## config.mk

```make
export PLATFORM = sky130hd
export DESIGN_NAME = patbuf_seq
export DESIGN_NICKNAME = d
export VERILOG_FILES = /design/src/rtl/patbuf_pkg.sv /design/src/rtl/patbuf_rr_arb.sv /design/src/rtl/patbuf_seq.sv
export SDC_FILE = /design/constraint.sdc
export NUM_CORES = 1
export LEC_CHECK = 0
export ABC_AREA = 1
export BUFFER_PORTS_ARGS = -buffer_cell sky130_fd_sc_hd__buf_2
export CORE_MARGIN = 4
export CORE_UTILIZATION = 55
export DETAILED_ROUTE_END_ITERATION = 10
export PLACE_DENSITY_LB_ADDON = 0.25
export SETUP_SLACK_MARGIN = 0.3
export SLEW_MARGIN = 0
export SYNTH_ARGS = -nofsm -noshare
export SYNTH_HDL_FRONTEND = slang
export SYNTH_SLANG_ARGS = --single-unit
```

## constraint.sdc

```tcl
create_clock -name clk -period 2.5 [get_ports clk]
set_input_delay 0.5 -clock clk [delete_from_list [all_inputs] [get_ports clk]]
set_output_delay 0.5 -clock clk [all_outputs]
set_load 0.005 [all_outputs]
```

## src/rtl/patbuf_pkg.sv

```systemverilog
// Shared encodings for the pattern buffer pointer/field sequencer.
package patbuf_pkg;

    localparam logic [1:0] OP_SETBUF   = 2'd0;
    localparam logic [1:0] OP_SETFIELD = 2'd1;
    localparam logic [1:0] OP_INCFIELD = 2'd2;
    localparam logic [1:0] OP_WRITE    = 2'd3;

    typedef enum logic [1:0] {
        ST_IDLE   = 2'd0,
        ST_EXEC   = 2'd1,
        ST_SETTLE = 2'd2
    } state_t;

    // Pointer width for n entries, never narrower than one bit.
    function automatic int clog2(input int n);
        int r;
        r = 0;
        while ((1 << r) < n) r++;
        return (r < 1) ? 1 : r;
    endfunction

endpackage

```

## src/rtl/patbuf_rr_arb.sv

```systemverilog
// Two-way round-robin arbiter; last_grant 0 = A, 1 = B; grant[0] = A, grant[1] = B.
module patbuf_rr_arb (
    input  logic       req_a,
    input  logic       req_b,
    input  logic       enable,
    input  logic       last_grant,
    output logic [1:0] grant
);

    always_comb begin
        grant = 2'b00;
        if (enable) begin
            if (req_a && req_b)
                grant = last_grant ? 2'b01 : 2'b10;
            else
                grant = {req_b, req_a};
        end
    end

endmodule

```

## src/rtl/patbuf_seq.sv

```systemverilog
// Arbitrates two requesters onto the pattern buffer pointer/field port,
// one operation per IDLE -> EXEC -> SETTLE pass.
module patbuf_seq
    import patbuf_pkg::*;
#(
    parameter int buffer_size  = 32,
    parameter int buffer_width = 6,
    parameter int bufp_width   = 3
) (
    input  logic                           clk,
    input  logic                           resetn,
    input  logic                           cfg_busy,
    input  logic                           req_a,
    input  logic                           req_b,
    input  logic [1:0]                     op_a,
    input  logic [1:0]                     op_b,
    input  logic [bufp_width-1:0]          buf_a,
    input  logic [bufp_width-1:0]          buf_b,
    input  logic [bufp_width-1:0]          buf2_a,
    input  logic [bufp_width-1:0]          buf2_b,
    input  logic [clog2(buffer_size)-1:0]  fld_a,
    input  logic [clog2(buffer_size)-1:0]  fld_b,
    input  logic [buffer_width-1:0]        wdata_a,
    input  logic [buffer_width-1:0]        wdata_b,
    output logic                           ack_a,
    output logic                           ack_b,
    output logic [buffer_width-1:0]        rdata,
    input  logic [buffer_width-1:0]        field_byte,
    output logic [bufp_width-1:0]          bufp,
    output logic [bufp_width-1:0]          bufp2,
    output logic [clog2(buffer_size)-1:0]  fieldp,
    output logic [buffer_width-1:0]        field_in,
    output logic                           field_write,
    output logic                           busy
);

    localparam int FW = clog2(buffer_size);

    state_t                  state;
    logic                    last_grant;
    logic                    owner;
    logic [1:0]              op_q;
    logic [bufp_width-1:0]   buf_q, buf2_q;
    logic [FW-1:0]           fld_q;
    logic [buffer_width-1:0] wdata_q;
    logic [1:0]              grant;

    // A requester still holds req during its ack cycle; it must not be re-granted then.
    patbuf_rr_arb u_arb (
        .req_a      (req_a & ~ack_a),
        .req_b      (req_b & ~ack_b),
        .enable     ((state == ST_IDLE) && !cfg_busy),
        .last_grant (last_grant),
        .grant      (grant)
    );

    always_ff @(posedge clk or negedge resetn) begin
        if (!resetn) begin
            state       <= ST_IDLE;
            last_grant  <= 1'b1;
            owner       <= 1'b0;
            op_q        <= OP_SETBUF;
            buf_q       <= '0;
            buf2_q      <= '0;
            fld_q       <= '0;
            wdata_q     <= '0;
            bufp        <= '0;
            bufp2       <= '0;
            fieldp      <= '0;
            field_in    <= '0;
            field_write <= 1'b0;
            ack_a       <= 1'b0;
            ack_b       <= 1'b0;
            rdata       <= '0;
            busy        <= 1'b0;
        end else begin
            ack_a       <= 1'b0;
            ack_b       <= 1'b0;
            field_write <= 1'b0;
            case (state)
                ST_IDLE: begin
                    if (|grant) begin
                        owner      <= grant[1];
                        last_grant <= grant[1];
                        op_q       <= grant[1] ? op_b    : op_a;
                        buf_q      <= grant[1] ? buf_b   : buf_a;
                        buf2_q     <= grant[1] ? buf2_b  : buf2_a;
                        fld_q      <= grant[1] ? fld_b   : fld_a;
                        wdata_q    <= grant[1] ? wdata_b : wdata_a;
                        busy       <= 1'b1;
                        state      <= ST_EXEC;
                    end
                end
                ST_EXEC: begin
                    case (op_q)
                        OP_SETBUF: begin
                            bufp  <= buf_q;
                            bufp2 <= buf2_q;
                        end
                        OP_SETFIELD: fieldp <= fld_q;
                        OP_INCFIELD:
                            fieldp <= (fieldp == FW'(buffer_size - 1)) ? '0 : fieldp + 1'b1;
                        default: begin
                            field_in    <= wdata_q;
                            field_write <= 1'b1;
                        end
                    endcase
                    state <= ST_SETTLE;
                end
                ST_SETTLE: begin
                    // The buffer commits a write on this same edge, so forward the written data.
                    rdata <= (op_q == OP_WRITE) ? field_in : field_byte;
                    ack_a <= ~owner;
                    ack_b <= owner;
                    busy  <= 1'b0;
                    state <= ST_IDLE;
                end
                default: begin
                    busy  <= 1'b0;
                    state <= ST_IDLE;
                end
            endcase
        end
    end

endmodule

```

==> results of run 1 <==
==> sequential cells by signal, summed over array words and instances (netlist names) <==
signal,flops
rdata,6
wdata_q,6
ack_a,1
bufp2,3
ack_b,1
busy,1
bufp,3
fld_q,5
buf2_q,3
state,2
field_in,6
op_q,2
field_write,1
fieldp,5
owner,1
last_grant,1
buf_q,3
==> worst paths after layout <==
kind	from	cells after the start	to	slack (ns)
max	state[1]	7	fld_q[2]	0.71
min	resetn	1	bufp[0]	0.14
max reg2reg	state[1]	7	fld_q[2]	0.71
min reg2reg	owner	1	ack_a	0.43
max in group asynchronous	resetn	2	fieldp[1]	1.78
min in group clk	owner	1	ack_a	0.43
==> final cells by class <==
type                       instances  area [sq um]  share of cell area
multi-input combinational        207         989.7              0.3227
clock inverter                     2         60.06             0.01958
tap                               52         65.06             0.02122
timing repair buffer              79         405.4              0.1322
clock buffer                       6         82.58             0.02693
sequential                        50          1252              0.4084
inverter                          56         211.5             0.06895
==> critical path: cells and delay by family (launching register included) <==
family                 cells  cell delay, ns
DFF                        1            0.43
buffers and inverters      1            0.11
and+or+nand+nor            6            1.19
==> per-stage QoR <==
stage,std cells,total power [mW],setup WS (ns)
2_1_floorplan,322,1.913,1.095
6_report,452,2.963,0.7064
4_1_cts,452,2.993,0.7009
3_5_place_dp,444,2.291,0.6724
3_3_place_gp,444,2.246,0.7124
5_1_grt,452,3.204,0.4873
==> cell usage in the layout, fill, tap and decap left out <==
cell / n
nand2_2: 3
nor2_1: 14
a21oi_1: 3
nand4_1: 1
nand3_1: 49
a22oi_1: 3
a21oi_4: 1
nor2_8: 1
inv_1: 54
ha_1: 6
nand2_1: 106
o31ai_1: 1
clkbuf_8: 6
buf_4: 4
dfrtp_1: 49
dfstp_2: 1
inv_2: 1
buf_2: 75
bufinv_16: 2
nor2_2: 1
a21boi_1: 1
nor2_4: 1
clkinv_2: 1
nand2_4: 1
or2_2: 1
o21ai_0: 14
==> power by group through the flow <==
| stage | registers, mW | logic (mW) | clock network (mW) |
|---|---|---|---|
| after global routing | 1.38 | 1.09 | 0.736 |
| final | 1.34 | 0.931 | 0.695 |
| after global placement | 1.34 | 0.910 | 0 |
| after floorplan | 1.34 | 0.575 | 0 |
| after CTS | 1.33 | 0.951 | 0.707 |
| after detailed placement | 1.35 | 0.943 | 0 |
==> cell families (layout without fill, tap and decap cells) <==
kind of cell | after synthesis | count (layout) | synth area share
AOI/OAI and AO/OA | 23 | 23 | 0.05495
and+or+nand+nor | 178 | 178 | 0.3069
DFF | 50 | 50 | 0.4955
adders and majority gates | 6 | 6 | 0.02970
buffers and inverters | 65 | 143 | 0.1129
==> routing by layer <==
| metal | track usage | vias to the layer above |
|---|---|---|
| li1 | - | 1145 |
| met3 | 0.04617 | 5 |
| met5 | 0 | - |
| met1 | 0.2340 | 1010 |
| met2 | 0.3774 | 66 |
| met4 | 0.07184 | 0 |
==> summary.md, run 1 <==
| Metric | Value |
|---|---|
| Status | finished clean |
| Top-count cell post-synth | nand2_1 |
| Combinational cell fraction of total power | 0.314 |
| Clk pwr share | 0.235 |
| Synth Net Count | 377 |
| Met2 routed WL | 2.818 mm |
| Pleak | 1.858 nW |
| Total negative setup slack | 0 ns |
| Worst-Skew Late Latency | 0.31 ns |
| Fillers | 368 |
| Max FO, Critical Path | 21 |
| CTS Sinks | 50 |
| Chip width | 75.79 um |
| Crit-path cells | inv_1, nand2_1, nor2_1, nand3_1, nand2_1, nand3_1, nand2_1 |
| Top post-synthesis cells by count | nand2_1, inv_1, dfrtp_1, nand3_1 |
| Syn_area_per_cell | 7.849 sq um |
| Maximum vdd ir drop | 0.0003873 V |
| Hold_buf cts | 0 |
| Sw power | 1.006 mW |
| Port buffer count | 75 |
| Slew Limit Fails | 0 |
| Clock Path Buffers | 2 |
| Highest Signal Layer | met4 |
| Worst-path clk slew | 0.09 ns |
| Placed inst area | 2924 sq um |
| FMAX | 557.5 MHz |
| GRT overflow | 0 |
| Layout cells sized above 1 | 0.2475 |
| Root Driver | clkbuf_8 |
| Final hold violations | 0 |
| Hold Crit Class | in2async |
| Global-route wire length before repair | 8.859 mm |
| Synth top area cells | dfrtp_1, nand2_1, nand3_1, inv_1, ha_1 |
| CTS tree | yes |
| Req. time, crit path | 2.75 ns |
| Initial Utilization | 0.5726 |
| Ant. Diodes | 0 |
| FP Rows | 24 |
| Worst path slowest cell | nand3_1 |
| H-tree levels | 2 |
| Slowest stage delay, CP | 0.60 ns |
| Final Cell Area | 3067 sq um |
| Die height | 75.79 um |
| Final hold slack | 0.1372 ns |
| Yosys reg bits | 50 |
| CP Launch Type | register |
| # DRC | 0 |
| Post-synth EDFFs | 0 |
| Final setup vio count | 0 |
| Number of CTS-inserted buffers | 5 |
| Tot GR Track Use | 0.2062 |
| IO Count | 76 |
| Synthesized cell area | 2527 sq um |
| Worst Path Class, Setup | reg2reg |
| Vias per cell | 4.925 |
| MaxCap Viol Count | 0 |
| Synthesized instance count | 322 |
| Resized Gates After CTS | 0 |
| Yosys top cell area share | 0.4851 |
| Layout Utilization | 0.6947 |
| Routed length per instance | 12.08 um |
| HPWL Detailed | 3.985 mm |
| Post-synth top flop | dfrtp_1 |
| Synth async-reset ratio | 1.000 |
| Int Power | 1.957 mW |
| Yosys warning count | 0 |
| Clock Skew | 0.01268 ns |
| DR WL met3 | 338 um |
| Critical Path AT | 2.04 ns |
| Postcts setup bufs | 0 |
| Initial antenna violation count | 0 |
| M1 WL | 2.234 mm |
| Sw Ratio | 0.3396 |
| RSZ-0062 raised after global routing | false |
| Sequential share of power | 0.451 |
| Fin crit share | 0.7174 |
| Min cycle time layout | 1.794 ns |
| Worst Max-Slew Pin Slew | 0.8254 ns |
| First DRT Iteration DRCs | 126 |
| Largest net degree at the start of global routing | 23 |
| Vias | 2,226 |
| Number of routed nets with antenna violations | 0 |
| Final WL | 5.461 mm |
| Most frequent CP cell | nand2_1 |
| Core Box Area | 4414 sq um |
| Pwr/cell area | 966.2 nW/um^2 |
| Yosys cell types | 25 |
| GPL Wtd Cong | 0.7449 |
| Setup crit end kind | register |
| TritonRoute pass-1 iters | 4 |
| Layout Nets | 454 |
| Share of the yosys chip area belonging to registers | 0.4955 |
| Total Die Area | 5744 sq um |
| Area Overhead vs Synth | 21.34% |
| Worst slew margin | 0.4482 |
| Vias in the first global route | 2,046 |
| Synth area leader | dfrtp_1 |
(Power assumes the default switching activity.)
==> inputs of run 2 (changes only) <==
ABC_AREA = 0   (was 1)
CORE_UTILIZATION = 45   (was 55)
clock period = 1.5 ns   (was 2.5 ns; I/O delays follow)
==> run 2 against run 1 <==
Effect of this change:
- core utilization is 5.5 points higher
- sequential power increased by 72%
- worst setup slack got worse by 0.72 ns
- final cell count is 13% lower
- critical path type unchanged
- area after synthesis fell by 12%
- largest power group is now combinational logic
- largest cell class unchanged
- clock skew decreased by 0.0094 ns
- the run now ends with setup timing left
- via count fell by 10%
==> summary.md, run 2 <==
| Metric | Value |
|---|---|
| Status | finished with violations (was finished clean) |
| Failing checks | setup timing |
| CTS tree | yes (unchanged) |
| Critical R2R Launch | fieldp[0] (was state[1]) |
| Initial Utilization | 0.4689 (was 0.5726) |
| Slew Limit Fails | 0 (unchanged) |
| Hold Crit Class | in2reg (was in2async) |
| Top post-synthesis cells by count | dfrtp_1, a21oi_1, nand2_1 (was nand2_1, inv_1, dfrtp_1, nand3_1) |
| GRT overflow | 0 (unchanged) |
| Final hold slack | 0.2289 ns (was 0.1372 ns) |
| Fin crit share | 1.009 (was 0.7174) |
| Clock Skew | 0.003258 ns (was 0.01268 ns) |
| MaxCap Viol Count | 0 (unchanged) |
| GPL Wtd Cong | 0.7744 (was 0.7449) |
| Root Driver | clkbuf_8 (unchanged) |
| Worst slew margin | 0.7603 (was 0.4482) |
| TritonRoute pass-1 iters | 4 (unchanged) |
| Total Die Area | 6145 sq um (was 5744 sq um) |
| Synthesized cell area | 2230 sq um (was 2527 sq um) |
| Routed length per instance | 16.24 um (was 12.08 um) |
| Yosys warning count | 0 (unchanged) |
| Critical Path AT | 1.74 ns (was 2.04 ns) |
| # DRC | 0 (unchanged) |
| H-tree levels | 2 (unchanged) |
| Req. time, crit path | 1.73 ns (was 2.75 ns) |
| Most frequent cells in the layout | buf_2, dfrtp_1, nand2_1 (was nand2_1, buf_2, inv_1) |
| Reg2reg end | fieldp[0] (was fld_q[2]) |
| Regs by FF count | field_in: 6 flops, rdata: 6 flops, wdata_q: 6 flops (unchanged) |
| Vias in the first global route | 1,972 (was 2,046) |
| Layout cells sized above 1 | 0.6000 (was 0.2475) |
| Maximum vdd ir drop | 0.0008307 V (was 0.0003873 V) |
| Worst-Skew Late Latency | 0.30 ns (was 0.31 ns) |
| Synthesized instance count | 220 (was 322) |
| First DRT Iteration DRCs | 95 (was 126) |
| Tot GR Track Use | 0.1951 (was 0.2062) |
| Die height | 78.39 um (was 75.79 um) |
| Ant. Diodes | 0 (unchanged) |
| Final hold violations | 0 (unchanged) |
| Yosys reg bits | 50 (unchanged) |
| Number of stages on the worst hold path | 3 |
| Hold path endpoint | buf_q[0] |
| Top-count cell post-synth | dfrtp_1 (was nand2_1) |
| IO Count | 76 (unchanged) |
| Synth top area cells | dfrtp_1, a21oi_1, mux2_2, nand2_1, o21ai_0 (was dfrtp_1, nand2_1, nand3_1, inv_1, ha_1) |
| Yosys top cell area share | 0.5499 (was 0.4851) |
| Worst Path Class, Setup | reg2reg (unchanged) |
| RSZ-0062 raised after global routing | true (was false) |
| Number of CTS-inserted buffers | 5 (unchanged) |
| Yosys cell types | 27 (was 25) |
| Post-synth top flop | dfrtp_1 (unchanged) |
| CTS Sinks | 50 (unchanged) |
| HPWL Detailed | 3.577 mm (was 3.985 mm) |
| Final WL | 6.366 mm (was 5.461 mm) |
| Post-synth EDFFs | 0 (unchanged) |
| Cells on worst reg2reg path | 8 (was 7) |
| Worst Slack Setup Final | -0.01372 ns (was 0.7064 ns) |
| Port buffer count | 75 (unchanged) |
| Commonest non-fill, non-tap cell in the layout | buf_2 (was nand2_1) |
| Setup crit end kind | register (unchanged) |
| Fillers | 343 (was 368) |
| Placed cell count | 359 (was 444) |
| Vias | 1,998 (was 2,226) |
| Area Overhead vs Synth | 59.88% (was 21.34%) |
| Slowest stage delay, CP | 0.39 ns (was 0.60 ns) |
| Number of routed nets with antenna violations | 0 (unchanged) |
| Global-route wire length before repair | 9.563 mm (was 8.859 mm) |
| Syn_area_per_cell | 10.13 sq um (was 7.849 sq um) |
| Worst Max-Slew Pin Slew | 0.3583 ns (was 0.8254 ns) |
| FP Rows | 25 (was 24) |
| Hold wc startpoint | buf_a[0] |
| Pleak | 1.663 nW (was 1.858 nW) |
| Core Box Area | 4755 sq um (was 4414 sq um) |
| Layout Nets | 379 (was 454) |
| Worst-path clk slew | 0.09 ns (about the same) |
| FF-to-FF setup slack | -0.01 ns (was 0.71 ns) |
| Pwr/cell area | 1697 nW/um^2 (was 966.2 nW/um^2) |
| Final setup vio count | 1 (was 0) |
| Worst path slowest cell | dfrtp_1 (was nand3_1) |
| CP Launch Type | register (unchanged) |
| Synth area leader | dfrtp_1 (unchanged) |
| Vias per cell | 5.097 (was 4.925) |
| Clock Path Buffers | 2 (unchanged) |
| Crit-path cells | ha_2, and3_4, ha_4, nand2b_4, buf_4, nor2_2, a21oi_1, o21ai_1 (was inv_1, nand2_1, nor2_1, nand3_1, nand2_1, nand3_1, nand2_1) |
| Finished Layout Cells | 392 (was 452) |
| Synth async-reset ratio | 1.000 (unchanged) |
| FMAX | 660.6 MHz (was 557.5 MHz) |
| Chip width | 78.39 um (was 75.79 um) |
| Min cycle time layout | 1.514 ns (was 1.794 ns) |
| Share of the yosys chip area belonging to registers | 0.5617 (was 0.4955) |
| Synth Net Count | 275 (was 377) |
| Largest net degree at the start of global routing | 51 (was 23) |
| Max FO, Critical Path | 6 (was 21) |
| Initial antenna violation count | 0 (unchanged) |
==> run 2: where the power goes <==
part	internal (mW)	leakage (nW)	switching [mW]
Clock	0.711	0.0714	0.451
Sequential	1.91	0.587	0.405
Combinational	1.39	1.00	1.19
Total	4.01	1.66	2.04
==> run 2: cell families (layout without fill, tap and decap cells) <==
kind of cell / after synthesis / after routing / share of synthesized area
buf+inv: 19 / 124 / 0.03872
flops: 50 / 50 / 0.5617
mux: 19 / 19 / 0.09203
compound gates: 61 / 61 / 0.1431
simple gates: 65 / 65 / 0.1308
fa+ha+maj: 6 / 6 / 0.03367
==> run 2: timing repair <==
item,CTS,global route
endpoints found under the hold margin,49,0
gates resized for setup,35,74
buffers inserted,11,6
gates cloned,4,3
hold buffers,1,0
pin swaps,7,33
setup endpoints to repair,48,51
==> run 2: cell type report <==
| cell class | count | area [sq um] | share of cell area |
|---|---|---|---|
| Clock buffer | 6 | 82.58 | 0.02317 |
| Clock inverter | 2 | 60.06 | 0.01685 |
| Inverter | 9 | 46.29 | 0.01299 |
| Multi-Input combinational cell | 151 | 1246 | 0.3496 |
| Sequential cell | 50 | 1255 | 0.3521 |
| Tap cell | 67 | 83.83 | 0.02352 |
| Timing Repair Buffer | 104 | 752.0 | 0.2110 |
| Timing Repair inverter | 3 | 38.79 | 0.01088 |
==> run 2: through the flow <==
stage          total power, mW  cell area, sq um  setup slack (ns)  utilization  TNS (ns)
2_1_floorplan            3.238              2276           0.06918            -         0
3_3_place_gp             3.924              2775           0.07511       0.5837         0
3_5_place_dp             3.992              2775           0.02752       0.5837         0
4_1_cts                  5.510              3184          0.005616       0.6697         0
5_1_grt                  6.441              3565          -0.08560       0.7497   -0.1830
6_report                 6.050              3565          -0.01372       0.7497  -0.01372
==> run 2: worst max-delay path, delay by kind of cell (launching register included) <==
family	cells	cell delay, ns
DFF	1	0.39
AOI/OAI and AO/OA	2	0.16
and+or+nand+nor	3	0.40
buffers and inverters	1	0.14
adders and majority gates	2	0.34
==> run 2: how the worst max path moves through the flow <==
stage | slack [ns] | endpoint | from
floorplan | 0.07 | fieldp[2] | fieldp[0]
global placement | 0.08 | fieldp[2] | fieldp[1]
detailed placement | 0.03 | fieldp[2] | fieldp[1]
CTS | 0.006 | fieldp[2] | fieldp[0]
global route | -0.09 | fieldp[2] | fieldp[1]
finish | -0.01 | fieldp[0] | fieldp[0]
==> run 2: metal layers <==
layer  track usage  wire [um]  part of all wire
met1        0.2710       2783              0.44
met2        0.3219       3286              0.52
met3       0.02982        218             0.034
met4       0.04895         77             0.012
met5             0          0                 0
